$ cat src/rtl/serial_pkg.sv
// Shared types for the byte serializer: FSM state encoding and counter sizing helper.
package serial_pkg;

  typedef enum logic [0:0] {
    IDLE,
    SEND
  } state_e;

  function automatic int unsigned cnt_width(input int unsigned n);
    return (n > 1) ? $clog2(n) : 1;
  endfunction

endpackage

$ cat src/rtl/serializer_if.sv
// Word-in / byte-out handshake bundle; slave is the serializer's view, master the driver's.
interface serializer_if #(
  parameter int unsigned WIDTH     = 8,
  parameter int unsigned NUM_WORDS = 4
);

  logic [WIDTH*NUM_WORDS-1:0] i_data;
  logic                       i_dv;
  logic                       o_ready;
  logic [WIDTH-1:0]           o_data;
  logic                       o_dv;
  logic                       i_ready;
  logic                       o_busy;

  modport slave (
    input  i_data, i_dv, i_ready,
    output o_ready, o_data, o_dv, o_busy
  );

  modport master (
    output i_data, i_dv, i_ready,
    input  o_ready, o_data, o_dv, o_busy
  );

endinterface

$ cat src/rtl/serializer.sv
// Parallel word to byte-stream serializer with zero-bubble back-to-back words.
// Define SERIALIZER_DBUF_EN to add a one-word holding buffer that accepts during SEND.
module serializer
  import serial_pkg::*;
#(
  parameter int unsigned WIDTH         = 8,
  parameter int unsigned NUM_WORDS     = 4,
  parameter bit          LITTLE_ENDIAN = 1'b1
) (
  input  logic         clk,
  input  logic         i_reset,
  serializer_if.slave  bus
);

  localparam int unsigned WordW = WIDTH * NUM_WORDS;
  localparam int unsigned CntW  = cnt_width(NUM_WORDS);
  localparam logic [CntW-1:0] LastIdx = CntW'(NUM_WORDS - 1);

  state_e            state_q;
  logic [WordW-1:0]  sreg_q;
  logic [CntW-1:0]   cnt_q;
  logic              dv_q;

  logic              consume;
  logic              last_consume;
  logic              load;
  logic [WordW-1:0]  load_word;

  assign consume      = dv_q && bus.i_ready;
  assign last_consume = consume && (cnt_q == LastIdx);

`ifdef SERIALIZER_DBUF_EN
  logic [WordW-1:0]  buf_q;
  logic              buf_vld_q;
  logic              accept;
  logic              direct;

  assign bus.o_ready = i_reset && !buf_vld_q;
  assign accept      = bus.i_dv && bus.o_ready;
  // A word goes straight to the shift register when nothing is left to send after this cycle.
  assign direct      = accept && ((state_q == IDLE) || last_consume);
  assign load        = direct || (buf_vld_q && last_consume);
  assign load_word   = buf_vld_q ? buf_q : bus.i_data;
  assign bus.o_busy  = (state_q == SEND) || buf_vld_q;

  always_ff @(posedge clk) begin
    if (!i_reset) begin
      buf_q     <= '0;
      buf_vld_q <= 1'b0;
    end else if (accept && !direct) begin
      buf_q     <= bus.i_data;
      buf_vld_q <= 1'b1;
    end else if (buf_vld_q && last_consume) begin
      buf_vld_q <= 1'b0;
    end
  end
`else
  assign bus.o_ready = i_reset && ((state_q == IDLE) || last_consume);
  assign load        = bus.i_dv && bus.o_ready;
  assign load_word   = bus.i_data;
  assign bus.o_busy  = (state_q == SEND);
`endif

  always_ff @(posedge clk) begin
    if (!i_reset) begin
      state_q <= IDLE;
      sreg_q  <= '0;
      cnt_q   <= '0;
      dv_q    <= 1'b0;
    end else if (load) begin
      state_q <= SEND;
      sreg_q  <= load_word;
      cnt_q   <= '0;
      dv_q    <= 1'b1;
    end else if (last_consume) begin
      state_q <= IDLE;
      dv_q    <= 1'b0;
    end else if (consume) begin
      cnt_q  <= cnt_q + CntW'(1);
      sreg_q <= LITTLE_ENDIAN ? (sreg_q >> WIDTH) : (sreg_q << WIDTH);
    end
  end

  // Current byte always sits at the end the shift register drains from.
  assign bus.o_data = LITTLE_ENDIAN ? sreg_q[WIDTH-1:0] : sreg_q[WordW-1 -: WIDTH];
  assign bus.o_dv   = dv_q;

endmodule
$ cat src/flat_wrapper.sv
// flat-port wrapper written by rule: the top's interface ports become plain ports
module serializer_flat import serial_pkg::*;
#(
  parameter int unsigned WIDTH         = 8,
  parameter int unsigned NUM_WORDS     = 4,
  parameter bit          LITTLE_ENDIAN = 1'b1
)
  (clk, i_reset, bus_i_data, bus_i_dv, bus_i_ready, bus_o_ready, bus_o_data, bus_o_dv, bus_o_busy);
  serializer_if #(.WIDTH(WIDTH), .NUM_WORDS(NUM_WORDS)) bus_i ();
  input  logic clk;
  input  logic i_reset;
  input wire logic [$bits(bus_i.i_data)-1:0] bus_i_data;
  input wire logic [$bits(bus_i.i_dv)-1:0] bus_i_dv;
  input wire logic [$bits(bus_i.i_ready)-1:0] bus_i_ready;
  output wire logic [$bits(bus_i.o_ready)-1:0] bus_o_ready;
  output wire logic [$bits(bus_i.o_data)-1:0] bus_o_data;
  output wire logic [$bits(bus_i.o_dv)-1:0] bus_o_dv;
  output wire logic [$bits(bus_i.o_busy)-1:0] bus_o_busy;
  assign bus_i.i_data = bus_i_data;
  assign bus_i.i_dv = bus_i_dv;
  assign bus_i.i_ready = bus_i_ready;
  assign bus_o_ready = bus_i.o_ready;
  assign bus_o_data = bus_i.o_data;
  assign bus_o_dv = bus_i.o_dv;
  assign bus_o_busy = bus_i.o_busy;
  serializer #(.WIDTH(WIDTH), .NUM_WORDS(NUM_WORDS), .LITTLE_ENDIAN(LITTLE_ENDIAN)) u_core (.clk(clk), .i_reset(i_reset), .bus(bus_i));
endmodule
$ cat config.mk
export PLATFORM = sky130hd
export DESIGN_NAME = serializer_flat
export DESIGN_NICKNAME = d
export VERILOG_FILES = /design/src/rtl/serial_pkg.sv /design/src/rtl/serializer_if.sv /design/src/rtl/serializer.sv /design/src/flat_wrapper.sv
export SDC_FILE = /design/constraint.sdc
export NUM_CORES = 1
export LEC_CHECK = 0
export ABC_AREA = 0
export CORE_UTILIZATION = 42
export CTS_BUF_LIST = sky130_fd_sc_hd__clkbuf_16
export DETAILED_ROUTE_END_ITERATION = 10
export HOLD_SLACK_MARGIN = 0.03
export PLACE_DENSITY = 0.74
export SLEW_MARGIN = 20
export SYNTH_ARGS = -nofsm -noshare
export SYNTH_HDL_FRONTEND = slang
export SYNTH_SLANG_ARGS = --single-unit
export TNS_END_PERCENT = 10
$ cat constraint.sdc
create_clock -name clk -period 1.3 [get_ports clk]
set_input_delay 0.39 -clock clk [delete_from_list [all_inputs] [get_ports clk]]
set_output_delay 0.39 -clock clk [all_outputs]
set_load 0.03 [all_outputs]
* Word-level counts from Yosys, hierarchy flattened
Index checks and enable logic that the tools add are counted.
Cells by class: $add $sub $neg 1, multiply operators 0, divide/modulo/power cells 0, magnitude comparators 0, eq/ne operators 2, shift operators 0, mux-type cells 5, bitwise gates (word level) 3, reduce and logical (&&, ||, !) cells 10
Operators by type and width (count):
- $mux W32 | 3
- $logic_and A1 B1 Y1 | 4
- $reduce_and A2 Y1 | 2
- $reduce_bool A2 Y1 | 2
- $not A1 Y1 | 3
- $add A2 B1 Y2 const B | 1
- $eq A2 B2 Y1 const B | 1
- $mux W1 | 2
- $ne A2 B2 Y1 const B | 1
- $reduce_or A2 Y1 | 1
- $logic_or A1 B1 Y1 | 1
Storage, ports and cells: flip-flop bits (word level) 35, bits in latches 0, RAM bits 0, ROM bits 0, input bits 36, logic and storage cells 24, memories 0

* Longest topological paths before layout
depth in word-level cells 7, gate-level depth with buffers 6, mapped depth without buffers 4

* Worst setup path before layout
No wires, ideal clock.
kind reg-to-output, start register u_core.state_q, in the netlist u_core.bus.o_busy, end output bus_o_ready, arrival time 1.194 ns, required time 0.910 ns, slack -0.284 ns, cell stages (with the launch flop) 4, cells stage by stage dfxtp_1 a21bo_2 buf_4 and2_1
On the way: word-level cells in the longest chain between the ends 4, elaborated cells between the ends (all ways) 5
RTL lines:
- start: declaration | RTL line serializer.sv:19 | state_e state_q;
- start signal: assignment | RTL line serializer.sv:66 | state_q <= IDLE;
- start signal: assignment | RTL line serializer.sv:71 | state_q <= SEND;
- start signal: assignment | RTL line serializer.sv:76 | state_q <= IDLE;
- $logic_and A1 B1 Y1 (2 in series)
- $logic_or A1 B1 Y1 * | RTL line serializer.sv:58 | assign bus.o_ready = i_reset && ((state_q == IDLE) || last_consume);
- $logic_and A1 B1 Y1 * | RTL line serializer.sv:58
- end: declaration | RTL line flat_wrapper.sv:15 | output wire logic [$bits(bus_i.o_ready)-1:0] bus_o_ready;
Every way passes the cells marked *; elsewhere a longest branch is shown, timed or not.

* Worst setup path after layout
start register u_core.cnt_q[1], end output bus_o_ready
On the way: word-level cells in the longest chain between the ends 4
RTL lines:
- start: declaration | RTL line serializer.sv:21 | logic [CntW-1:0] cnt_q;
- start signal: assignment | RTL line serializer.sv:79 | cnt_q <= cnt_q + CntW'(1);
- $eq A2 B2 Y1 | RTL line serializer.sv:30 | assign last_consume = consume && (cnt_q == LastIdx);
- $logic_and A1 B1 Y1 | RTL line serializer.sv:30
- $logic_or A1 B1 Y1 | RTL line serializer.sv:58
- $logic_and A1 B1 Y1 | RTL line serializer.sv:58
No other way between the ends.

==> flow_summary.ini <==
[grt]
gr-total-overflow = 0
grt_pass1_wl_um = 6927
first_global_vias = 1548
antenna_found_initial = 0
grt_use_total_pct = 21.74
grt_max_degree = 33

[power_and_ir_drop]
combPwrFrac_pct = 19.5
power_frac_clock_pct = 39.3
cellInternalPower_mw = 2.124
ir_drop_v = 0.0006976
p_sw_share_pct = 25.34
cellPowerDensity_mw_per_mm2 = 1139
p_switching_uw = 720.9
p_leak_nw = 0.9440
power_frac_seq_pct = 41.2

[synthesis]
synth_cell_types = 22
ys_seq_elements = 35
synth.cell_area_sq_mm = 0.001665
synth_cells = 198
yosys_warnings = 0
synth_nets = 235
avgSynthCellArea_sq_um = 8.411
synth-seq-area-share_pct = 42.07

[timing]
skew_ps = 3.008
setup_viol = 36
final_hold_viol_count = 0
fin_crit_ps = 1648
rsz0062_at_grt = true
max_freq_mhz = 606.9
period_share_pct = 126.7
final_max_slew_viol_count = 0
relSlewSlack_pct = 83.78
setup_tns_ps = -6900
worst_pin_slew_ps = 242.5
fin_ws_ps = -347.7

[critical_path]
critPathKind = reg -> out
critPathBufInv = 1
rr_endpoint = u_core.sreg_q[7]$_SDFFE_PN0P_
critPathSlowestCell = dfxtp_2
r2r_setup_slack_ps = -230
endpoint_kind = output port
endpoint = bus_o_ready
crit_family = flip-flops
critical_path_required_ps = 910
r2r_start = u_core.cnt_q[1]$_SDFFE_PP0P_
arrival_ps = 1260
cp.depth = 4
critPathLaunchType = flop
worstPathMaxFanout = 2
rr_worst_depth = 8
critPathLaunch = u_core.cnt_q[1]$_SDFFE_PP0P_
critical-path-max-stage-delay_ps = 330
path_cells = ha_4 > a21bo_4 > and2_4 > buf_6

[routing]
wire_per_inst_um = 14.49
antenna_left = 0
wl_um = 4317
vias_per_cell = 5.456
drcViolationCount = 0
firstDrtPassIters = 4
first_iter_violations = 142
vias = 1626

[place]
placedCellCount = 283
io_buffers = 46
dpl.hpwl_um = 2723
dpl_cell_area_sq_mm = 0.002190
place_congestion = 0.7273

[floorplan]
die_y_um = 64.97
die_area_sq_mm = 0.004221
initial_core_util_pct = 44.49
fp.dieW_um = 64.97
fp-row-count = 22
ioPinCount = 47
coreArea_sq_mm = 0.003744

[status]
violations = setup timing
outcome = finished with violations

[hold_path]
hold_start = u_core.sreg_q[29]$_SDFFE_PN0P_
hold_path_class = reg -> reg

[cts]
clk_latency_ps = 280
cts_max_level = 2
cts_max_path_buffers = 2
clock-root-buffer = clkbuf_16
cts.clk_slew.worst_paths_ps = 50
cts_sinks = 35
cts_tree = yes
cts_buffers = 5

[final_layout]
drive_above_1_share_pct = 23.60
diodes = 0
syn_to_final_growth_pct = 49.96
layout.cells.non_filler = 298
final_nets = 286
design_area_sq_mm = 0.002497

[job]
max-cap-violations = 0
## power by group through the flow
stage / logic (mW) / registers (mW) / clock network [mW]
after floorplan: 0.279 / 1.19 / 0
final: 0.554 / 1.17 / 1.12
after detailed placement: 0.483 / 1.19 / 0
after global routing: 0.591 / 1.18 / 1.19
after global placement: 0.474 / 1.19 / 0
after CTS: 0.539 / 1.17 / 1.13
## worst register-to-register path: cells and delay by family, from the launching register on
family	cells	cell delay, ps
AO/OA/AOI/OAI	3	430
adder cells (fa/ha/maj)	1	160
buffers and inverters	4	530
flip-flops	1	330
## registers in the layout, indices dropped and copies added (netlist names)
register,count
u_core.cnt_q,2
u_core.bus.o_busy,1
u_core.sreg_q,32
## metrics by stage
stage          hold slack [ps]  worst slack, ps  utilization (%)  power, mW
6_report                 469.3           -347.7            66.71      2.845
5_1_grt                  482.0           -378.7            66.71      2.957
4_1_cts                  469.2           -356.9            65.44      2.843
3_5_place_dp             461.4           -498.2            58.49      1.677
3_3_place_gp             453.2           -468.0            58.49      1.665
2_1_floorplan            447.6           -61.19                -      1.471
## synth_stat cells (all sizes together)
cell | n | area [sq um]
nand2 | 50 | 190.2
dfxtp | 35 | 700.7
buf | 26 | 166.4
a31oi | 24 | 150.1
o31ai | 24 | 180.2
a21boi | 9 | 71.32
nand3 | 8 | 40.04
o211ai | 8 | 60.06
clkbuf | 3 | 11.26
and2 | 2 | 12.51
and3 | 2 | 12.51
a21bo | 1 | 10.01
and3b | 1 | 8.760
ha | 1 | 12.51
mux2 | 1 | 15.01
nand3b | 1 | 7.510
o21a | 1 | 7.510
xnor2 | 1 | 8.760
## layout by cell type (no fill, tap or decap), drive strengths merged, types with 6 or more instances in the layout
cell           instances
clkdlybuf4s50         33
nand2                 50
o211ai                 8
a31oi                 24
nand3                  8
clkbuf                 6
o31ai                 24
buf                   37
a21boi                 9
dfxtp                 35
## what timing repair did
item / CTS / global route
gates resized for setup: 17 / 13
hold buffers: 0 / 0
cloned: 2 / 0
buffers inserted: 4 / 1
endpoints found under the setup margin: 37 / 38
pin swaps: 17 / 5
## layer usage
layer | wire length [um] | vias up | track usage [%]
met5 | 0 | - | 0
met4 | 78 | 0 | 11.94
met3 | 221 | 9 | 4.577
met2 | 2062 | 64 | 35.29
met1 | 1955 | 738 | 26.54
li1 | - | 815 | -
## worst min path at each step
stage | depth (start not counted) | endpoint
final | 2 | u_core.sreg_q[21]$_SDFFE_PN0P_
after global routing | 2 | u_core.sreg_q[21]$_SDFFE_PN0P_
after CTS | 2 | u_core.sreg_q[23]$_SDFFE_PN0P_
after detailed placement | 2 | u_core.sreg_q[16]$_SDFFE_PN0P_
after global placement | 2 | u_core.sreg_q[8]$_SDFFE_PN0P_
after floorplan | 2 | u_core.sreg_q[23]$_SDFFE_PN0P_
## kinds of logic (layout without fill, tap and decap cells)
| family | Yosys count | count (layout) | share of synthesized area [%] |
|---|---|---|---|
| compound gates | 67 | 67 | 28.78 |
| simple gates | 64 | 64 | 16.30 |
| flops | 35 | 35 | 42.07 |
| buf+inv | 29 | 81 | 10.67 |
| fa+ha+maj | 1 | 1 | 0.7512 |
| xor+xnor | 1 | 1 | 0.5260 |
| mux | 1 | 1 | 0.9013 |
## final cells by class
cell class | count | area, sq um
fillers | 321 | 1246
clock inverters | 3 | 12.51
repair buffers | 73 | 742.0
multi-input cells | 134 | 850.8
flip-flops and latches | 35 | 706.9
well taps | 48 | 60.06
clock buffers | 5 | 125.1
(Power assumes the default switching activity.)
